--- config.mk ---
export PLATFORM = sky130hd
export DESIGN_NAME = branch_pred_ctrl_flat
export DESIGN_NICKNAME = d
export VERILOG_FILES = /design/src/rtl/branch_pred_ctrl_if.sv /design/src/rtl/branch_pred_ctrl.sv /design/src/flat_wrapper.sv
export SDC_FILE = /design/constraint.sdc
export NUM_CORES = 1
export LEC_CHECK = 0
export CAP_MARGIN = 20
export CELL_PAD_IN_SITES_DETAIL_PLACEMENT = 2
export CELL_PAD_IN_SITES_GLOBAL_PLACEMENT = 2
export CORE_MARGIN = 2
export CORE_UTILIZATION = 33
export DETAILED_ROUTE_END_ITERATION = 10
export PLACE_DENSITY_LB_ADDON = 0.08
export SYNTH_ARGS = -nofsm -noshare
export SYNTH_HDL_FRONTEND = slang
export SYNTH_SLANG_ARGS = --single-unit
--- constraint.sdc ---
create_clock -name clk -period 4.7 [get_ports clk]
set_clock_uncertainty 0.2 [all_clocks]
set_input_delay 0.47 -clock clk [delete_from_list [all_inputs] [get_ports clk]]
set_output_delay 0.47 -clock clk [all_outputs]
set_load 0.01 [all_outputs]
--- src/rtl/branch_pred_ctrl_if.sv ---
// Fetch/execute bundle between the pipeline and the branch predictor.
// The slave side is the predictor; the master side is the pipeline.
interface branch_pred_ctrl_if;
    logic [31:0] PCF;
    logic        BtbHitF;
    logic [31:0] BtbTargetF;
    logic        StallD;
    logic        FlushD;
    logic        StallE;
    logic        FlushE;
    logic [31:0] PCE;
    logic [6:0]  OpE;
    logic        BranchE;
    logic [31:0] BrNPC;
    logic [31:0] PredNPCF;
    logic        PredTakenF;
    logic        MispredictE;
    logic [31:0] CorrectPCE;
    logic [31:0] BrCount;
    logic [31:0] MissCount;

    modport slave (
        input  PCF, BtbHitF, BtbTargetF, StallD, FlushD, StallE, FlushE,
               PCE, OpE, BranchE, BrNPC,
        output PredNPCF, PredTakenF, MispredictE, CorrectPCE, BrCount, MissCount
    );

    modport master (
        output PCF, BtbHitF, BtbTargetF, StallD, FlushD, StallE, FlushE,
               PCE, OpE, BranchE, BrNPC,
        input  PredNPCF, PredTakenF, MispredictE, CorrectPCE, BrCount, MissCount
    );
endinterface

--- src/rtl/branch_pred_ctrl.sv ---
// Bimodal (2-bit counter) branch predictor with BTB-gated fetch prediction,
// F->D->E prediction record pipeline, execute-stage resolution and statistics.
module branch_pred_ctrl #(
    parameter int BHT_ENTRY_NUM = 64
) (
    input  logic                clk,
    input  logic                rst,
    branch_pred_ctrl_if.slave   bp
);
    localparam int         IDX_W     = $clog2(BHT_ENTRY_NUM);
    localparam logic [6:0] OP_BRANCH = 7'b1100011;

    typedef struct packed {
        logic        vld;
        logic        tkn;
        logic [31:0] tgt;
    } pred_rec_t;

    logic [1:0]       r_bht [BHT_ENTRY_NUM];
    pred_rec_t        r_rec_d;
    pred_rec_t        r_rec_e;
    pred_rec_t        w_rec_f;
    logic [31:0]      r_br_cnt;
    logic [31:0]      r_miss_cnt;
    logic [IDX_W-1:0] w_idx_f;
    logic [IDX_W-1:0] w_idx_e;
    logic             w_pred_tkn;
    logic             w_resolve;
    logic             w_mispred;

    assign w_idx_f    = bp.PCF[IDX_W+1:2];
    assign w_idx_e    = bp.PCE[IDX_W+1:2];
    assign w_pred_tkn = bp.BtbHitF & r_bht[w_idx_f][1];

    assign bp.PredTakenF = w_pred_tkn;
    assign bp.PredNPCF   = w_pred_tkn ? bp.BtbTargetF : bp.PCF + 32'd4;

    assign w_rec_f = '{vld: 1'b1, tkn: w_pred_tkn, tgt: bp.PredNPCF};

    assign w_resolve = r_rec_e.vld && (bp.OpE == OP_BRANCH) && !bp.StallE;
    // A correct taken direction still mispredicts if the BTB target was stale.
    assign w_mispred = w_resolve &&
                       ((r_rec_e.tkn != bp.BranchE) ||
                        (r_rec_e.tkn && bp.BranchE && (r_rec_e.tgt != bp.BrNPC)));

    assign bp.MispredictE = w_mispred;
    assign bp.CorrectPCE  = !w_resolve ? 32'd0 :
                            bp.BranchE ? bp.BrNPC : bp.PCE + 32'd4;
    assign bp.BrCount     = r_br_cnt;
    assign bp.MissCount   = r_miss_cnt;

    always_ff @(posedge clk) begin
        if (rst) begin
            r_rec_d <= '0;
            r_rec_e <= '0;
        end else begin
            if (bp.FlushD)       r_rec_d <= '0;
            else if (!bp.StallD) r_rec_d <= w_rec_f;
            if (bp.FlushE)       r_rec_e <= '0;
            else if (!bp.StallE) r_rec_e <= r_rec_d;
        end
    end

    // Fetch reads the registered array, so a same-index update is not bypassed.
    always_ff @(posedge clk) begin
        if (rst) begin
            for (int i = 0; i < BHT_ENTRY_NUM; i++) r_bht[i] <= 2'b01;
        end else if (w_resolve) begin
            if (bp.BranchE) begin
                if (r_bht[w_idx_e] != 2'b11) r_bht[w_idx_e] <= r_bht[w_idx_e] + 2'b01;
            end else begin
                if (r_bht[w_idx_e] != 2'b00) r_bht[w_idx_e] <= r_bht[w_idx_e] - 2'b01;
            end
        end
    end

    always_ff @(posedge clk) begin
        if (rst) begin
            r_br_cnt   <= '0;
            r_miss_cnt <= '0;
        end else if (w_resolve) begin
            if (r_br_cnt != 32'hFFFF_FFFF) r_br_cnt <= r_br_cnt + 32'd1;
            if (w_mispred && (r_miss_cnt != 32'hFFFF_FFFF)) r_miss_cnt <= r_miss_cnt + 32'd1;
        end
    end
endmodule

--- src/flat_wrapper.sv ---
// flat-port wrapper written by rule: the top's interface ports become plain ports
module branch_pred_ctrl_flat 
#(
    parameter int BHT_ENTRY_NUM = 64
)
  (clk, rst, bp_PCF, bp_BtbHitF, bp_BtbTargetF, bp_StallD, bp_FlushD, bp_StallE, bp_FlushE, bp_PCE, bp_OpE, bp_BranchE, bp_BrNPC, bp_PredNPCF, bp_PredTakenF, bp_MispredictE, bp_CorrectPCE, bp_BrCount, bp_MissCount);
  branch_pred_ctrl_if bp_i ();
  input  logic clk;
  input  logic rst;
  input wire logic [$bits(bp_i.PCF)-1:0] bp_PCF;
  input wire logic [$bits(bp_i.BtbHitF)-1:0] bp_BtbHitF;
  input wire logic [$bits(bp_i.BtbTargetF)-1:0] bp_BtbTargetF;
  input wire logic [$bits(bp_i.StallD)-1:0] bp_StallD;
  input wire logic [$bits(bp_i.FlushD)-1:0] bp_FlushD;
  input wire logic [$bits(bp_i.StallE)-1:0] bp_StallE;
  input wire logic [$bits(bp_i.FlushE)-1:0] bp_FlushE;
  input wire logic [$bits(bp_i.PCE)-1:0] bp_PCE;
  input wire logic [$bits(bp_i.OpE)-1:0] bp_OpE;
  input wire logic [$bits(bp_i.BranchE)-1:0] bp_BranchE;
  input wire logic [$bits(bp_i.BrNPC)-1:0] bp_BrNPC;
  output wire logic [$bits(bp_i.PredNPCF)-1:0] bp_PredNPCF;
  output wire logic [$bits(bp_i.PredTakenF)-1:0] bp_PredTakenF;
  output wire logic [$bits(bp_i.MispredictE)-1:0] bp_MispredictE;
  output wire logic [$bits(bp_i.CorrectPCE)-1:0] bp_CorrectPCE;
  output wire logic [$bits(bp_i.BrCount)-1:0] bp_BrCount;
  output wire logic [$bits(bp_i.MissCount)-1:0] bp_MissCount;
  assign bp_i.PCF = bp_PCF;
  assign bp_i.BtbHitF = bp_BtbHitF;
  assign bp_i.BtbTargetF = bp_BtbTargetF;
  assign bp_i.StallD = bp_StallD;
  assign bp_i.FlushD = bp_FlushD;
  assign bp_i.StallE = bp_StallE;
  assign bp_i.FlushE = bp_FlushE;
  assign bp_i.PCE = bp_PCE;
  assign bp_i.OpE = bp_OpE;
  assign bp_i.BranchE = bp_BranchE;
  assign bp_i.BrNPC = bp_BrNPC;
  assign bp_PredNPCF = bp_i.PredNPCF;
  assign bp_PredTakenF = bp_i.PredTakenF;
  assign bp_MispredictE = bp_i.MispredictE;
  assign bp_CorrectPCE = bp_i.CorrectPCE;
  assign bp_BrCount = bp_i.BrCount;
  assign bp_MissCount = bp_i.MissCount;
  branch_pred_ctrl #(.BHT_ENTRY_NUM(BHT_ENTRY_NUM)) u_core (.clk(clk), .rst(rst), .bp(bp_i));
endmodule
==> run_results.csv <==
group,metric,value,unit
grt,grt-ovfl-total,0,
floorplanning,dieWidth,217,microns
placed_design,dp_hpwl,47.0,mm
min_path,whs_path_depth,3,
clock_tree,clk_pin_slew,60,ps
sta,slew_headroom,33.2,%
finish,fin_nets,1990,
floorplanning,core_area,45200,sq um
run_status,outcome,"completed",
clock_tree,cts_tree,"built",
floorplanning,dieHeight,217,microns
worst_setup_path,path_class,"in -> out",
grt,antenna_found_initial,11,
synth,yosys.area.top_type,"edfxtp_1",
pwr,p_total,0.00583,W
clock_tree,h-tree-depth,1,
finish,seqCellArea,6490,sq um
route,drc,0,
synth,yosys_warnings,0,
worst_setup_path,reg2reg_to,"u_core.r_bht[32][0]",
grt,first_global_vias,14800,
synth,ys_top_cells_by_area,"edfxtp_1, dfxtp_1, mux2i_1",
synth,synth_top_cell_area_share,25.6,%
route,drtIter0Drc,881,
pwr,p_leak,6.71,nW
synth,syn-num-nets,1730,
grt,grtUsageTotal,26.2,%
clock_tree,cts_setup_buffers,0,
sta,fin_crit_sh,91.9,%
floorplanning,std_cell_rows,78,
placed_design,port_buffers,272,
worst_setup_path,cp_max_fo,36,
synth,synthCells,1582,
synth,ys_ff_latch,260,
finish,syn2layout_area_growth,31.4,%
synth,netlist_area,15000,sq um
clock_tree,cts_made_buffers,31,
synth,synth-async-reset-ratio,0,%
worst_setup_path,critPathLaunchType,"primary input",
synth,ys.flop_type,"dfxtp_1",
synth,synth_cell_type_count,71,
route,vias_per_cell,5.59,
worst_setup_path,worstPathRequired,4030,ps
min_path,hp-start,"bp_StallD",
route,firstDrtPassIters,5,
min_path,hold_path_class,"in -> reg",
finish,multiInputGateArea,7950,sq um
route,ant_nets,0,
sta,finalHoldViolations,0,
sta,hold-worst-slack,175,ps
sta,fin_setup_tns,0,ps
route,wl_per_cell,25.7,microns
grt,grt_pass1_wl,94.2,mm
sta,setup_viol,0,
sta,worstMarginPinSlew,999,ps
finish,drive_gt1_share,13.3,%
synth,synth_area_per_cell,9.50,sq um
synth,synth_edf_count,128,
placed_design,routabilityCongestion,0.878,
grt,grt_max_degree,70,
sta,setup_ws,383,ps
run,cap_violations,0,
floorplanning,die_area,47300,sq um
sta,grt_setup_unrepaired,"false",
synth,ys_seq_area_share,43.1,%
clock_tree,root_buffer,"clkbuf_16",
placed_design,place_ws,333,ps
clock_tree,cts_max_path_buffers,3,
sta,fmax,232,MHz
worst_setup_path,r2r_setup_slack,940,ps
route,vias,13800,
sta,slew_violations,0,
floorplanning,start_util,33.3,%
pwr,powerDensity,295,nW/um^2
clock_tree,clock_latency,590,ps
finish,fillCellCount,4840,
floorplanning,top_level_ports,273,
route,wl,63.6,mm
clock_tree,cts_resized,0,
worst_setup_path,r2r-start,"u_core.r_bht[3][1]",
sta,period_needed,4320,ps
pwr,peakVddDrop,0.269,mV
min_path,worstHoldEndpoint,"u_core.r_rec_d[27]",
worst_setup_path,cp-end-kind,"primary output",
clock_tree,clock_sinks,260,
worst_setup_path,reg2reg_depth,11,
worst_setup_path,critPathArrivalTime,3650,ps
clock_tree,cts.hold.buffers_added,0,
[cells by family (layout without fill, tap and decap cells)]
| logic type | count (synthesis) | after routing | synth area share, % |
|---|---|---|---|
| other cells | 0 | 4 | 0 |
| buf+inv | 144 | 429 | 4.12 |
| mux | 166 | 166 | 13.5 |
| compound gates | 205 | 205 | 9.55 |
| fa+ha+maj | 5 | 5 | 0.416 |
| xor+xnor | 127 | 127 | 7.40 |
| flops | 260 | 260 | 43.1 |
| simple gates | 675 | 675 | 21.9 |
[cell usage in the layout (no fill, tap or decap), drive strengths merged, types with 41 or more instances in the layout]
master         instances
nand2                137
clkbuf                42
nand3                 93
mux2i                101
xnor2                 74
a21oi                 52
nor2                 202
buf                   83
edfxtp               128
dfxtp                132
nand4                 41
nor3                  50
clkdlybuf4s50        265
xor2                  53
[report_power, final]
part	leakage (nW)	internal, W	switching [W]
clock	0.527	0.00148	0.00105
sequential	2.18	0.00241	0.0000331
combinational	4.01	0.000398	0.000469
total	6.71	0.00428	0.00155
[critical path: stages]
cell and delay [ps]:
clkdlybuf4s50_1 510, buf_12 190, mux4_2 520, mux4_2 470, nand2_1 90, o211ai_1 110
nand3_2 110, buf_12 220, mux2_2 380, clkdlybuf4s50_1 510
[cell usage after synthesis (5+ instances only)]
master	count
nor2_1	202
nand2_1	137
dfxtp_1	132
edfxtp_1	128
mux2i_1	101
nand3_1	93
xnor2_1	74
clkbuf_1	71
xor2_1	53
a21oi_1	51
nor3_1	50
nand4_1	41
mux2_2	39
o21bai_1	38
o21ai_0	33
nor4_1	32
a31o_2	28
and3_1	28
mux4_2	25
buf_2	24
or3_1	23
inv_1	21
buf_1	16
nand2b_1	15
and4_1	11
and2_1	10
a22oi_1	7
buf_4	7
a31oi_1	6
nor2b_1	6
nor3b_1	6
or2_2	6
a221oi_1	5
ha_1	5
[through the flow]
step	instances	area, sq um	utilization, %
floorplan	1582	15000	-
global placement	2408	18700	41.3
detailed placement	2408	18700	41.3
CTS	2466	19700	43.6
global route	2471	19800	43.7
finish	2471	19800	43.7
[final cells by class]
type	instances	area share, %
Antenna cell	4	0.0507
Clock buffer	42	4.66
Inverter	23	0.437
Sequential cell	260	32.8
Timing Repair Buffer	348	17.3
Tap cell	600	3.80
Multi-Input combinational cell	1178	40.2
Clock inverter	16	0.716
[flip-flops by register name, indices dropped and copies added (netlist names)]
register             cells
u_core.r_rec_e          34
u_core.bp.MissCount     32
u_core.r_bht           128
u_core.r_rec_d          34
u_core.bp.BrCount       32
[worst max path at each step]
| stage | startpoint | endpoint | slack, ps | cells past startpoint |
|---|---|---|---|---|
| after floorplan | bp_PCF[2] | bp_PredNPCF[0] | 1100 | 9 |
| after global routing | bp_PCF[2] | bp_PredNPCF[27] | 270 | 10 |
| after CTS | bp_PCF[2] | bp_PredNPCF[26] | 370 | 10 |
| after detailed placement | bp_PCE[6] | u_core.r_bht[32][0] | 330 | 12 |
| after global placement | bp_PCE[6] | u_core.r_bht[32][0] | 410 | 12 |
| final | bp_PCF[2] | bp_PredNPCF[26] | 380 | 10 |
[metal layers]
metal	share of wire [%]	GRT usage, %
met1	43	34.6
met2	48	43.7
met3	6.1	4.74
met5	0.12	0
met4	2.6	7.90
Power figures use the tool's default switching activity.
==> variant 1 (config.mk and constraints unchanged) <==
`BHT_ENTRY_NUM` is set to 64 in 2 places; all go to 128.
--- a/src/rtl/branch_pred_ctrl.sv
+++ b/src/rtl/branch_pred_ctrl.sv
@@ -2,5 +2,5 @@
 // F->D->E prediction record pipeline, execute-stage resolution and statistics.
 module branch_pred_ctrl #(
-    parameter int BHT_ENTRY_NUM = 64
+    parameter int BHT_ENTRY_NUM = 128
 ) (
     input  logic                clk,
--- a/src/flat_wrapper.sv
+++ b/src/flat_wrapper.sv
@@ -2,5 +2,5 @@
 module branch_pred_ctrl_flat 
 #(
-    parameter int BHT_ENTRY_NUM = 64
+    parameter int BHT_ENTRY_NUM = 128
 )
   (clk, rst, bp_PCF, bp_BtbHitF, bp_BtbTargetF, bp_StallD, bp_FlushD, bp_StallE, bp_FlushE, bp_PCE, bp_OpE, bp_BranchE, bp_BrNPC, bp_PredNPCF, bp_PredTakenF, bp_MispredictE, bp_CorrectPCE, bp_BrCount, bp_MissCount);
Check against the original RTL: not settled (the Yosys comparison gave no result); the edit may change what the design does.
==> variant 1 against the original RTL <==
  * Utilization decreased by 2.6 points
  * Sequential power increased by 53%
  * Maximum frequency decreased by 6.8%
  * Sequential share of layout area increased by 0.38 points
  * Power increased by 58%
  * Count of clock-buffer cells in the layout increased by 23
  * Sequential cell count increased by 128
  * Routed wire length increased by 88%
  * Final area increased by 57%
  * Setup slack got worse by 0.32 ns
  * Synthesized cell count increased by 54%
  * Synthesized area increased by 67%
  * Non-clock buffer count increased by 102
==> variant 1: results (changes against the original RTL) <==
** Run status
- The run finished with clean final reports.

** Pwr
- Seq power :: 3730 uW (+53%)
- Sw Ratio :: 0.307 (+0.0408)
- The combinational gate power came to 1770 uW (+100%).
- Static leakage :: 0.00976 uW (+45%)
- Maximum vdd ir drop :: 0.304 mV (+13%)

** Detailed routing
- The final wirelength is 120000 um (+88%).
- Met2 routed wirelength :: 56800 um (+87%)
- Met1 Wirelength :: 50200 um (+83%)
- First-iteration detailed-routing DRC count :: 2371 (+170%)
- Total vias in the final route :: 23100 (+67%)
- The met3 wire length is 8260 um (+110%).
- DR top layer :: met4
- Routed WL per cell :: 32.5 um (+26%)

** Critical path
- Critical Path Sink :: bp_PredNPCF[25]
- For this design, the slowest cell found on the critical path is mux4_2.
- The worst register-to-register path begins at u_core.r_bht[39][1]$_SDFFCE_PN0P_.
- The biggest fanout along the worst timing path came to 8 (-78%).
- The endpoint identified for the worst register-to-register timing path is u_core.r_bht[121][0]$_SDFFCE_PN1P_.
- Worst reg-to-reg path cell count :: 10 (-1)
- Top cell family by delay on the critical path :: multiplexers
- The register-to-register setup slack is 0.82 ns (-0.12 ns).
- Tracing the worst setup path back leads to its startpoint at u_core.r_bht[22][1]$_SDFFCE_PN0P_.
- The data arrival time of the critical path was 3.96 ns (+0.31 ns).

** Placement
- The number of instances in the placed design was 3568 (+48%).
- The global placement routability congestion came to 0.877 (-0.14%).
- Total half-perimeter wirelength after legalization and detailed placement :: 79800 um (+70%)

** Final layout
- Number of nets in the finished design :: 2801 (+41%)
- The ratio of cells with drive above 1 in the final layout was 0.232 (+0.0985).
- Filler cell count :: 7892 (+63%)
- In the final layout, the registers with the most flip-flops are u_core.r_bht x256, u_core.r_rec_d x34, u_core.r_rec_e x34.

** GRT
- The maximum number of pins on one net before global-route repair is 108 (+54%).
- First-pass GRT wire length :: 171000 um (+82%)
- Global-route track usage on met2 :: 0.484 (+0.0474)
- Met1 Resource Use GR :: 0.394 (+0.0479)
- Overall Global Routing Usage :: 0.296 (+0.0336)
- The via count of the first global-routing pass is 24000 (+63%).
- Initial antenna violation count :: 10 (-1)
- Met3 Usage GRT :: 0.0500 (+0.00254)

** Yosys
- Top cell types by occurrence after synthesis :: edfxtp_1, clkbuf_1, nor2_1
- The post-synth net total came to 2592 (+50%).
- By area the synthesized netlist is led by edfxtp_1, dfxtp_1, a2111oi_2.
- The number of synthesized flops with an enable pin came to 256 (+100%).
- Post-synthesis cell count :: 2444 (+54%)
- The number of unique standard cell types used by synthesis is 73 (+2.8%).
- For this run, the leading register cell type out of synthesis is edfxtp_1.
- Sequential share of the synthesized area :: 0.412 (-0.0189)

** Clock network
- The number of clock buffers inserted by TritonCTS is 49 (+58%).
- Level count of the clock H-tree :: 2 (+1)

** STA
- Worst slew margin relative to its limit :: 0.231 (-0.101)

** Hold path
- The path class of the tightest hold or removal check is register to register.
variant 1: cell types whose count changed after synthesis, sizes merged, moves of 36 or more:
cell | before | now
o21bai | 38 | 1
a211oi | 1 | 120
clkbuf | 71 | 212
a2111oi | 0 | 129
mux2i | 101 | 65
a211o | 1 | 79
or2 | 6 | 131
edfxtp | 128 | 256
nor3 | 50 | 94
a311o | 0 | 46
variant 1: kinds of logic after synthesis:
kind of cell / Yosys count / share of synthesized area
and+or+nand+nor: 809 / 0.163
muxes: 195 / 0.110
buffers and inverters: 316 / 0.0545
adders and majority gates: 5 / 0.00250
AOI/OAI and AO/OA: 605 / 0.213
xor gates and xnor gates: 126 / 0.0441
DFF: 388 / 0.412
variant 1: per-stage QoR:
| step | hold slack, ns | area [um^2] | total power [uW] | setup slack, ns |
|---|---|---|---|---|
| finish | 0.274 | 31100 | 9220 | 0.0660 |
| global route | 0.297 | 31100 | 9460 | 0.00172 |
| CTS | 0.277 | 30900 | 9230 | 0.00129 |
| detailed placement | 0.263 | 29300 | 5530 | 0.0244 |
| global placement | 0.234 | 29300 | 5490 | 0.110 |
| floorplan | 0.225 | 25000 | 4750 | 0.942 |
variant 1: worst min-delay path by stage:
stage                                          startpoint                              end  slack (ns)  cells after the start
after floorplan           u_core.r_rec_d[33]$_SDFFE_PP0N_  u_core.r_rec_d[33]$_SDFFE_PP0N_        0.22                      2
after global placement    u_core.r_rec_d[33]$_SDFFE_PP0N_  u_core.r_rec_d[33]$_SDFFE_PP0N_        0.23                      2
after detailed placement   u_core.r_rec_d[4]$_SDFFE_PP0N_   u_core.r_rec_d[4]$_SDFFE_PP0N_        0.26                      2
after CTS                 u_core.r_rec_d[30]$_SDFFE_PP0N_  u_core.r_rec_d[30]$_SDFFE_PP0N_        0.28                      2
after global routing      u_core.r_rec_d[30]$_SDFFE_PP0N_  u_core.r_rec_d[30]$_SDFFE_PP0N_        0.30                      2
final                     u_core.r_rec_d[16]$_SDFFE_PP0N_  u_core.r_rec_d[16]$_SDFFE_PP0N_        0.27                      2
variant 1: timing repair:
| action | 4_1_cts | 5_1_grt |
|---|---|---|
| hold endpoints to repair | 0 | 1 |
| setup buffers | 0 | 7 |
| hold buffers | 0 | 1 |
| endpoints found under the setup margin | 0 | 32 |
| resized for setup | 0 | 27 |
variant 1: worst min-delay path: stages, from the launching register on:
cell and delay, ns:
dfxtp_1 0.31, nand2_1 0.06, a21oi_1 0.05
variant 1: area by class of cell:
cell class	count	area [um^2]	share of cell area
Sequential cell	388	10300	0.332
Timing Repair Buffer	450	4490	0.144
Clock buffer	65	1380	0.0444
Multi-Input combinational cell	1740	13400	0.431
Clock inverter	24	144	0.00463
Antenna cell	9	22.5	0.000724
Inverter	24	90.1	0.00290
Tap cell	978	1220	0.0394
==> variant 2 (same flow settings) <==
Made on the original files. Make the reset (`rst`) asynchronous in 3 clocked blocks.
--- a/src/rtl/branch_pred_ctrl.sv
+++ b/src/rtl/branch_pred_ctrl.sv
@@ -50,5 +50,5 @@
     assign bp.MissCount   = r_miss_cnt;
 
-    always_ff @(posedge clk) begin
+    always_ff @(posedge clk or posedge rst) begin
         if (rst) begin
             r_rec_d <= '0;
@@ -63,5 +63,5 @@
 
     // Fetch reads the registered array, so a same-index update is not bypassed.
-    always_ff @(posedge clk) begin
+    always_ff @(posedge clk or posedge rst) begin
         if (rst) begin
             for (int i = 0; i < BHT_ENTRY_NUM; i++) r_bht[i] <= 2'b01;
@@ -75,5 +75,5 @@
     end
 
-    always_ff @(posedge clk) begin
+    always_ff @(posedge clk or posedge rst) begin
         if (rst) begin
             r_br_cnt   <= '0;
Check against the original RTL: not settled (the Yosys comparison gave no result); the edit may change what the design does.
==> variant 2 against the original RTL <==
  * First-iteration DRC count decreased by 40%
  * Synthesized area decreased by 3.6%
  * Routed wire length decreased by 8.0%
  * Sequential cell count unchanged
  * Maximum frequency decreased by 5.9%
  * Power decreased by 5.1%
  * Final area decreased by 0.82%
  * Setup slack got worse by 0.27 ns
==> variant 2: results (changes against the original RTL) <==
** Pwr
- Static leakage :: 0.00840 uW (+25%)
- Maximum vdd ir drop :: 0.229 mV (-15%)

** GRT
- The number of antenna violations at the first check in global routing came to 7 (-4).
- The maximum number of pins on one net before global-route repair was 114 (+63%).
- The overall global routing resource usage is 0.257 (-0.00509).
- Via count of the first global-routing pass :: 13800 (-6.4%)
- First-pass GRT wire length :: 87900 um (-6.8%)

** Critical path
- Biggest fanout along the worst timing path :: 21 (-42%)
- Critical Path Sink :: bp_PredNPCF[1]
- Reg2reg setup slack :: 0.87 ns (-0.07 ns)
- Terminus of the critical flop-to-flop path :: u_core.r_bht[25]$_DFFE_PP0P_
- CP arrival :: 3.92 ns (+0.27 ns)
- Worst setup path start :: bp_PCF[2]
- The cell count of the worst reg-to-reg path came to 14 (+3).

** STA
- Worst slew margin relative to its limit :: 0.391 (+0.0595)
- The share of the clock period used by the worst path after layout was 0.976 (+0.0577).

** Final layout
- Filler cell count :: 4569 (-5.6%)
- Fraction of layout cells with a size suffix above 1 :: 0.231 (+0.0977)
- The clock tree buffer count of the final layout came to 49 (+17%).
- The clock-cell share of area came to 0.0561 (+0.00236).
- Sequential cell area :: 6590 um^2 (+1.5%)
- Antenna fix cells :: 5 (+1)
- The net total in the final layout came to 1840 (-7.5%).
- The share of cell area taken by multi-input logic gates was 0.385 (-0.0172).
- Multi-input combinational cell count :: 1005 (-15%)
- Fin cells :: 2304 (-6.8%)
- Inverters excl. clock :: 24 (+4.3%)
- Buffer count excluding the clock tree in the final layout :: 365 (+4.9%)
- The share of final layout cell area taken by non-clock buffers came to 0.180 (+0.00699).

** Yosys
- Async set-reset flop share out of synthesis :: 1.00 (+1.00)
- The mean area per synthesized cell was 10.6 um^2 (+12%).
- Mapped Nets :: 1516 (-12%)
- Number of different library cells in the post-synthesis netlist :: 59 (-17%)
- In the post-synthesis netlist, the biggest area contributors are dfrtp_1, mux2_2, dfstp_2.
- Top cell types by occurrence after synthesis :: dfrtp_1, nor2_1, mux2_2
- The share of the yosys chip area belonging to registers came to 0.454 (+0.0231).
- Count of warnings emitted by yosys :: 0 (unchanged)

** Placement
- GP Congestion :: 0.876 (-0.21%)
- Setup slack after placement :: -0.206 ns (-0.539 ns)
- Cell area after placement :: 18500 um^2 (-1.0%)
- The HPWL after detailed placement came to 43900 um (-6.5%).
- The number of instances in the placed design was 2239 (-7.0%).

** Detailed routing
- Total vias in the final route :: 12400 (-10%)
- First-iteration detailed-routing DRC count :: 531 (-40%)
- Router iterations before antenna repair :: 4 (-1)
- The final wirelength came to 58500 um (-8.0%).

** Clock network
- # resized after CTS :: 0 (unchanged)
- The clock latency on the worst-skew pair is 0.54 ns (-0.05 ns).
- Level count of the clock H-tree :: 2 (+1)
- Cts bufs inserted :: 34 (+9.7%)

** Run status
- The run finished with clean final reports.

** Floorplan
- Core ar. :: 43200 um^2 (-4.5%)

** Hold path
- Type of the most critical hold path :: primary input to asynchronous set/reset pin
==> variant 2: changes by cell type in the layout (fill, tap and decap cells not counted), moves of 25 or more <==
cell      delta
a22oi_1     +37
nor3_1      -30
o21bai_1    -37
dfstp_2     +64
a31o_2      -28
dfxtp_1    -132
edfxtp_1   -128
mux2i_1     -26
o21ai_0     -30
dfrtp_1    +196
nand2_1     -46
nor2_1      -25
mux2_2     +115
nand3_1     -50
==> variant 2: through the flow <==
step	power [uW]	hold WS, ns	utilization
floorplan	2610	0.280	-
global placement	2950	0.282	0.428
detailed placement	2960	0.285	0.428
CTS	5610	0.165	0.453
global route	5740	0.193	0.454
finish	5530	0.181	0.454
==> variant 2: critical path: stages <==
cell	delay [ns]
clkdlybuf4s50_1	0.52
buf_12	0.22
mux4_2	0.53
mux2_2	0.28
mux4_2	0.48
a32oi_4	0.26
buf_6	0.21
inv_4	0.09
mux2_4	0.34
clkdlybuf4s50_1	0.49
==> variant 2: cell families after synthesis <==
kind of cell,Yosys count,share of synthesized area
adder cells (fa/ha/maj),7,0.00604
AO/OA/AOI/OAI,126,0.0622
XOR/XNOR,147,0.0888
multiplexers,252,0.203
flip-flops,260,0.454
AND/OR/NAND/NOR,473,0.157
buffers and inverters,101,0.0281
==> variant 2: where the power goes <==
| part | leakage [uW] | internal, uW | switching [uW] |
|---|---|---|---|
| combinational | 0.00453 | 294 | 325 |
| clock | 0.000537 | 1580 | 1030 |
| sequential | 0.00333 | 2270 | 27.6 |
==> variant 2: routing by layer <==
| metal | global-route usage | vias up | routed length, um |
|---|---|---|---|
| met2 | 0.456 | 321 | 29500 |
| met4 | 0.0963 | 6 | 2040 |
| li1 | - | 5529 | - |
| met3 | 0.0409 | 105 | 2910 |
| met1 | 0.314 | 6434 | 24000 |
| met5 | 0 | - | 38 |
